`config.mk`:
```
export PLATFORM = sky130hd
export DESIGN_NAME = paam_agc_cmd_sched
export DESIGN_NICKNAME = d
export VERILOG_FILES = /design/src/rtl/paam_agc_cmd_sched.sv
export SDC_FILE = /design/constraint.sdc
export NUM_CORES = 1
export LEC_CHECK = 0
export CAP_MARGIN = 20
export CORE_ASPECT_RATIO = 2
export CORE_MARGIN = 8
export CORE_UTILIZATION = 35
export DETAILED_ROUTE_END_ITERATION = 12
export PLACE_DENSITY_LB_ADDON = 0.1
export SLEW_MARGIN = 20
export SYNTH_ARGS = -nofsm -noshare
export SYNTH_HDL_FRONTEND = slang
export SYNTH_SLANG_ARGS = --single-unit
```
`constraint.sdc`:
```
create_clock -name clk -period 3.9 [get_ports clk]
set_input_delay 0.585 -clock clk [delete_from_list [all_inputs] [get_ports clk]]
set_output_delay 0.585 -clock clk [all_outputs]
set_load 0.01 [all_outputs]
```
`src/rtl/paam_agc_cmd_sched.sv`:
```
// AGC command scheduler towards the PAAM: queues masked per-panel commands and drives
// them onto the pins with programmable setup / valid / hold timing.
module paam_agc_cmd_sched #(
    parameter int unsigned NUM_PANELS = 4,
    parameter int unsigned CMD_W      = 4,
    parameter int unsigned FIFO_DEPTH = 8,
    parameter int unsigned SETUP_CYC  = 2,
    parameter int unsigned VALID_CYC  = 4,
    parameter int unsigned HOLD_CYC   = 2,
    parameter int unsigned TRIG_MODE  = 0
) (
    input  logic                             clk,
    input  logic                             rst,
    input  logic                             s_valid,
    output logic                             s_ready,
    input  logic [NUM_PANELS*CMD_W-1:0]      s_cmd,
    input  logic [NUM_PANELS-1:0]            s_mask,
    input  logic                             flush,
    input  logic                             sym_strobe,
    output logic [NUM_PANELS*CMD_W-1:0]      agc_cmd,
    output logic                             agc_cmd_valid,
    output logic                             busy,
    output logic [$clog2(FIFO_DEPTH):0]      fifo_level,
    output logic                             trig_miss
);

    localparam int unsigned DATA_W  = NUM_PANELS * CMD_W;
    localparam int unsigned ENTRY_W = DATA_W + NUM_PANELS;
    localparam int unsigned PTR_W   = $clog2(FIFO_DEPTH);
    localparam int unsigned LVL_W   = PTR_W + 1;
    localparam int unsigned MAX_SV  = (SETUP_CYC > VALID_CYC) ? SETUP_CYC : VALID_CYC;
    localparam int unsigned MAX_CYC = (MAX_SV > HOLD_CYC) ? MAX_SV : HOLD_CYC;
    localparam int unsigned CNT_W   = $clog2(MAX_CYC + 1);

    typedef enum logic [1:0] {StIdle, StSetup, StValid, StHold} state_e;

    state_e               state;
    logic [CNT_W-1:0]     cnt;
    logic [ENTRY_W-1:0]   mem [FIFO_DEPTH];
    logic [PTR_W-1:0]     wr_ptr;
    logic [PTR_W-1:0]     rd_ptr;
    logic                 full;
    logic                 empty;
    logic                 push;
    logic                 launch;
    logic [ENTRY_W-1:0]   head;
    logic [DATA_W-1:0]    head_cmd;
    logic [NUM_PANELS-1:0] head_mask;
    logic [DATA_W-1:0]    merged;

    assign full      = (fifo_level == LVL_W'(FIFO_DEPTH));
    assign empty     = (fifo_level == '0);
    assign s_ready   = !full;
    // A flushed push never enters the queue, so it does not advance the write pointer.
    assign push      = s_valid && !full && !flush;
    assign launch    = (state == StIdle) && !empty && ((TRIG_MODE == 0) || sym_strobe);
    assign head      = mem[rd_ptr];
    assign head_cmd  = head[DATA_W-1:0];
    assign head_mask = head[ENTRY_W-1:DATA_W];

    always_comb begin
        merged = agc_cmd;
        for (int p = 0; p < int'(NUM_PANELS); p++) begin
            if (head_mask[p]) begin
                merged[p*CMD_W +: CMD_W] = head_cmd[p*CMD_W +: CMD_W];
            end
        end
    end

    always_ff @(posedge clk) begin
        if (push) begin
            mem[wr_ptr] <= {s_mask, s_cmd};
        end
    end

    always_ff @(posedge clk) begin
        if (rst) begin
            wr_ptr     <= '0;
            rd_ptr     <= '0;
            fifo_level <= '0;
        end else if (flush) begin
            wr_ptr     <= '0;
            rd_ptr     <= '0;
            fifo_level <= '0;
        end else begin
            if (push) begin
                wr_ptr <= wr_ptr + PTR_W'(1);
            end
            if (launch) begin
                rd_ptr <= rd_ptr + PTR_W'(1);
            end
            fifo_level <= fifo_level + LVL_W'(push) - LVL_W'(launch);
        end
    end

    always_ff @(posedge clk) begin
        if (rst) begin
            state         <= StIdle;
            cnt           <= '0;
            agc_cmd       <= '0;
            agc_cmd_valid <= 1'b0;
            busy          <= 1'b0;
            trig_miss     <= 1'b0;
        end else begin
            trig_miss <= (TRIG_MODE != 0) && sym_strobe && (state != StIdle) && !empty;
            unique case (state)
                StIdle: begin
                    if (launch) begin
                        agc_cmd <= merged;
                        state   <= StSetup;
                        cnt     <= CNT_W'(SETUP_CYC);
                        busy    <= 1'b1;
                    end
                end
                StSetup: begin
                    if (cnt == CNT_W'(1)) begin
                        state         <= StValid;
                        cnt           <= CNT_W'(VALID_CYC);
                        agc_cmd_valid <= 1'b1;
                    end else begin
                        cnt <= cnt - CNT_W'(1);
                    end
                end
                StValid: begin
                    if (cnt == CNT_W'(1)) begin
                        state         <= StHold;
                        cnt           <= CNT_W'(HOLD_CYC);
                        agc_cmd_valid <= 1'b0;
                    end else begin
                        cnt <= cnt - CNT_W'(1);
                    end
                end
                StHold: begin
                    if (cnt == CNT_W'(1)) begin
                        state <= StIdle;
                        busy  <= 1'b0;
                    end else begin
                        cnt <= cnt - CNT_W'(1);
                    end
                end
                default: state <= StIdle;
            endcase
        end
    end

endmodule

```
==> results by stage <==
Clock tree:
- Once the clock tree was built, the resizer swapped 0 gates to a different size.
- The total clock buffers created by CTS is 17.
- The TritonCTS clock tree is yes.
- At the later pin of the worst-skew pair, clock insertion delay measures 0.43 ns.
- Post-CTS timing repair inserted 0 buffers for setup.
- Clock-pin slew was measured on the worst setup and hold paths at 0.07 ns.
- The tree is rooted in a sky130_fd_sc_hd__clkbuf_16.
- The TritonCTS sink count is 196.
- In this run the number of H-tree levels came out at 4.
- In this run, post-CTS hold repair placed 0 buffers.
- The buffer depth of the longest clock path is 2.

Cells and area:
- After the flow finishes, the layout carries non-filler instances totaling 799.
- In the layout the commonest cells are sky130_fd_sc_hd__edfxtp_1, sky130_fd_sc_hd__clkdlybuf4s50_1, sky130_fd_sc_hd__dfxtp_1, sky130_fd_sc_hd__mux4_2, sky130_fd_sc_hd__a21oi_1.
- Leaving out fill and tap cells, the most frequent cell in the layout is sky130_fd_sc_hd__edfxtp_1.
- The cell area after layout is 9310 um2.
- The proportion of layout cells with a drive suffix above 1 is 21.8%.
- For this run, the post-layout net count is 550.
- The repair_antennas step left the layout with diodes totalling 0.
- Compared with the post-synthesis result, the final layout area differs by 18.5%.

Route:
- The total DRC errors in the routed layout is 0.
- The count of vias placed by the detailed router is 4137.
- Dividing the detail-routed wire length by the instance count gives 21.3 um.
- The number of detailed-route iterations in the first pass is 4.
- The overall routed net length is 17000 um.
- The via density per instance is 5.18.
- The count of antenna-violating nets left after detailed routing is 0.
- In this run, the number of DRC markers left after iteration 0 of detailed routing was 236.

Global route:
- The number of global-route vias before repair is 4516.
- The first-pass GRT wire length is 26000 um.
- The overall routing resource usage is 12.9%.
- The initial antenna violation count is 0.
- The total overflow left after global routing is 0.
- Entering global routing, the biggest net connects 49 pins.

STA:
- The worst path needs 2.93 ns of the cycle, external delays included.
- Setup repair after global routing left no endpoint under its margin.
- The total of endpoints with negative setup slack in the final report is 0.
- Clock skew on the completed layout was measured at 0.00723 ns.
- The period utilization is 75.1%.
- The sum of negative setup slack is 0 ns.
- The total count of hold-check failures in the final report is 0.
- The number of max-slew violations in the final report is 0.
- The slew at the pin closest to its max-slew limit is 1.01 ns.
- For this run, the top clock speed supported by timing is 341 MHz.
- Across all hold checks on the routed design, the worst slack comes to 0.482 ns.
- The final worst slack is 0.970 ns.
- In this run the tightest slew margin relative to its limit is 32.5%.

Floorplan:
- The area of the placeable core is 22100 um2.
- The number of placement rows is 77.
- The starting density of the core is 35.6%.
- The floorplan step defined a die boundary enclosing 27800 um2.
- In this run the horizontal extent of the chip is 122 um.
- The I/O pin count is 49.
- The floorplan step set the die height to 228 um.

Yosys:
- The share of synthesized registers carrying an async set or reset is 0%.
- When the netlist entered floorplanning its net count stood at 494.
- The cell type contributing the most total cell area after synthesis is sky130_fd_sc_hd__edfxtp_1.
- The count of flip-flops with a built-in enable after synthesis is 160.
- The post-synthesis register bit count is 196.
- After synthesis, the share of cell area in mux cells is 13.8%.
- The fraction of the mapped netlist area in compound gates is 5.72%.
- The synthesized netlist devotes 0.669% of its cell area to XOR and XNOR gates.
- The area share of and/or/nand/nor cells after synthesis is 4.67%.
- Each instance of the synthesized netlist takes up on average 17.3 um2.
- Of the total synthesized cell area, the portion taken by full adders, half adders and majority gates is 2.49%.
- After technology mapping, the gate count stands at 454.
- The summed instance area of the synthesized netlist is 7850 um2.
- After synthesis, the cell types taking the most area are sky130_fd_sc_hd__edfxtp_1, sky130_fd_sc_hd__dfxtp_1, sky130_fd_sc_hd__mux4_2.
- The share of the synthesized area in the top cell type is 61.2%.
- Synthesis instantiated 46 different standard cells from the library.
- By area, the combinational part of the netlist is dominated by multiplexers.
- The number of synthesis warnings is 0.
- For this run, the leading register cell type out of synthesis is sky130_fd_sc_hd__edfxtp_1.
- The sequential cell area fraction in the yosys report is 70.4%.

Place:
- The half-perimeter wire length after detailed placement is 11100 um.
- The cell total after placement is 767.
- The count of input and output buffers is 46.
- The placed instance area is 8680 um2.
- The weighted congestion reported at the end of routability-driven placement is 0.715.
- The worst setup timing slack at the placement stage is 0.981 ns.

Setup path:
- The kind of start point of the critical path is a register.
- The required time at the worst-slack endpoint is 4.22 ns.
- The start-to-end type of the worst setup path is reg2reg.
- The type of destination of the critical path is a register.
- The highest fanout seen on the critical path is 20.
- STA puts the critical path data arrival time at 3.25 ns.

Power and ir drop:
- VDD sags by at most 0.305 mV.
- The power per unit of standard cell area is 599 nW/um2.
- For this design the static power due to leakage is 2.95 nW.

Worst hold path:
- The kind of path behind the tightest hold check is reg2reg.

Job:
- Across the run, the number of max-cap violations was 0.

Run status:
- The run finished with clean final reports.
[kinds of logic after synthesis]
| family | Yosys count |
|---|---|
| flip-flops | 196 |
| XOR/XNOR | 6 |
| multiplexers | 65 |
| AND/OR/NAND/NOR | 68 |
| adder cells (fa/ha/maj) | 15 |
| AO/OA/AOI/OAI | 67 |
| buffers and inverters | 36 |
| other | 1 |
[worst max-delay path, stage by stage, from the launching register on]
cell and delay (ns):
sky130_fd_sc_hd__dfxtp_1 0.31, sky130_fd_sc_hd__inv_1 0.10, sky130_fd_sc_hd__ha_1 0.19, sky130_fd_sc_hd__or3b_2 0.47
sky130_fd_sc_hd__nand2_1 0.08, sky130_fd_sc_hd__buf_4 0.22, sky130_fd_sc_hd__inv_1 0.06, sky130_fd_sc_hd__buf_4 0.21
sky130_fd_sc_hd__ha_1 0.30, sky130_fd_sc_hd__inv_1 0.04, sky130_fd_sc_hd__ha_1 0.20, sky130_fd_sc_hd__fa_1 0.41
sky130_fd_sc_hd__xnor2_1 0.16, sky130_fd_sc_hd__nor2_1 0.05
[metal layers]
| layer | GRT usage [%] | part of all wire, % |
|---|---|---|
| met5 | 0 | 0 |
| met4 | 6.33 | 3.0 |
| met3 | 3.04 | 3.2 |
| met2 | 24.2 | 57 |
| met1 | 12.6 | 37 |
[layout make-up]
class                           instances  area (um2)
Clock inverter                         15         201
Timing Repair Buffer                   60         578
Fill cell                            1963       12800
Inverter                               13        48.8
Sequential cell                       196        5530
Tap cell                              276         345
Multi-Input combinational cell        222        2180
Clock buffer                           17         425
[through the flow]
| step | util [%] | power [mW] |
|---|---|---|
| after floorplan | - | 3.30 |
| after global placement | 39.3 | 3.77 |
| after detailed placement | 39.3 | 3.81 |
| after CTS | 42.2 | 5.65 |
| after global routing | 42.2 | 5.85 |
| final | 42.2 | 5.57 |
[where the power goes]
group	switching [mW]	internal (mW)	total, mW	leakage, nW
registers	0.0941	2.38	2.48	1.74
logic	0.696	0.564	1.26	0.907
clock network	0.756	1.08	1.83	0.302
[state kept, by name, indices dropped and copies added (netlist names), named ones only]
name and flops:
wr_ptr 3, fifo_level 4, agc_cmd_valid 1, mem 160, cnt 3, agc_cmd 16, busy 1, state 2
rd_ptr 3
[path summary, 6_finish.rpt]
path,to,cells past startpoint,slack [ns],start
setup / recovery,fifo_level[2],13,0.97,fifo_level[2]
hold / removal,agc_cmd[1],2,0.48,agc_cmd[1]
hold reg to reg,agc_cmd[1],2,0.48,agc_cmd[1]
setup reg to reg,fifo_level[2],13,0.97,fifo_level[2]
[Yosys cell counts (2+ instances only)]
| cell | instances |
|---|---|
| sky130_fd_sc_hd__a21oi_1 | 25 |
| sky130_fd_sc_hd__a22o_1 | 4 |
| sky130_fd_sc_hd__a22oi_1 | 4 |
| sky130_fd_sc_hd__buf_1 | 3 |
| sky130_fd_sc_hd__buf_2 | 7 |
| sky130_fd_sc_hd__buf_4 | 3 |
| sky130_fd_sc_hd__buf_6 | 3 |
| sky130_fd_sc_hd__clkbuf_1 | 7 |
| sky130_fd_sc_hd__dfxtp_1 | 36 |
| sky130_fd_sc_hd__edfxtp_1 | 160 |
| sky130_fd_sc_hd__ha_1 | 14 |
| sky130_fd_sc_hd__inv_1 | 13 |
| sky130_fd_sc_hd__mux2_2 | 24 |
| sky130_fd_sc_hd__mux2i_1 | 9 |
| sky130_fd_sc_hd__mux4_2 | 32 |
| sky130_fd_sc_hd__nand2_1 | 10 |
| sky130_fd_sc_hd__nand2b_1 | 4 |
| sky130_fd_sc_hd__nand3_1 | 2 |
| sky130_fd_sc_hd__nand4_1 | 16 |
| sky130_fd_sc_hd__nand4b_1 | 2 |
| sky130_fd_sc_hd__nor2_1 | 18 |
| sky130_fd_sc_hd__nor2b_1 | 2 |
| sky130_fd_sc_hd__nor3_1 | 6 |
| sky130_fd_sc_hd__o21ai_0 | 2 |
| sky130_fd_sc_hd__o22a_1 | 4 |
| sky130_fd_sc_hd__o22ai_1 | 4 |
| sky130_fd_sc_hd__o31ai_1 | 16 |
| sky130_fd_sc_hd__or3b_2 | 2 |
| sky130_fd_sc_hd__xnor2_1 | 3 |
| sky130_fd_sc_hd__xor2_1 | 3 |
(Power assumes the default switching activity.)
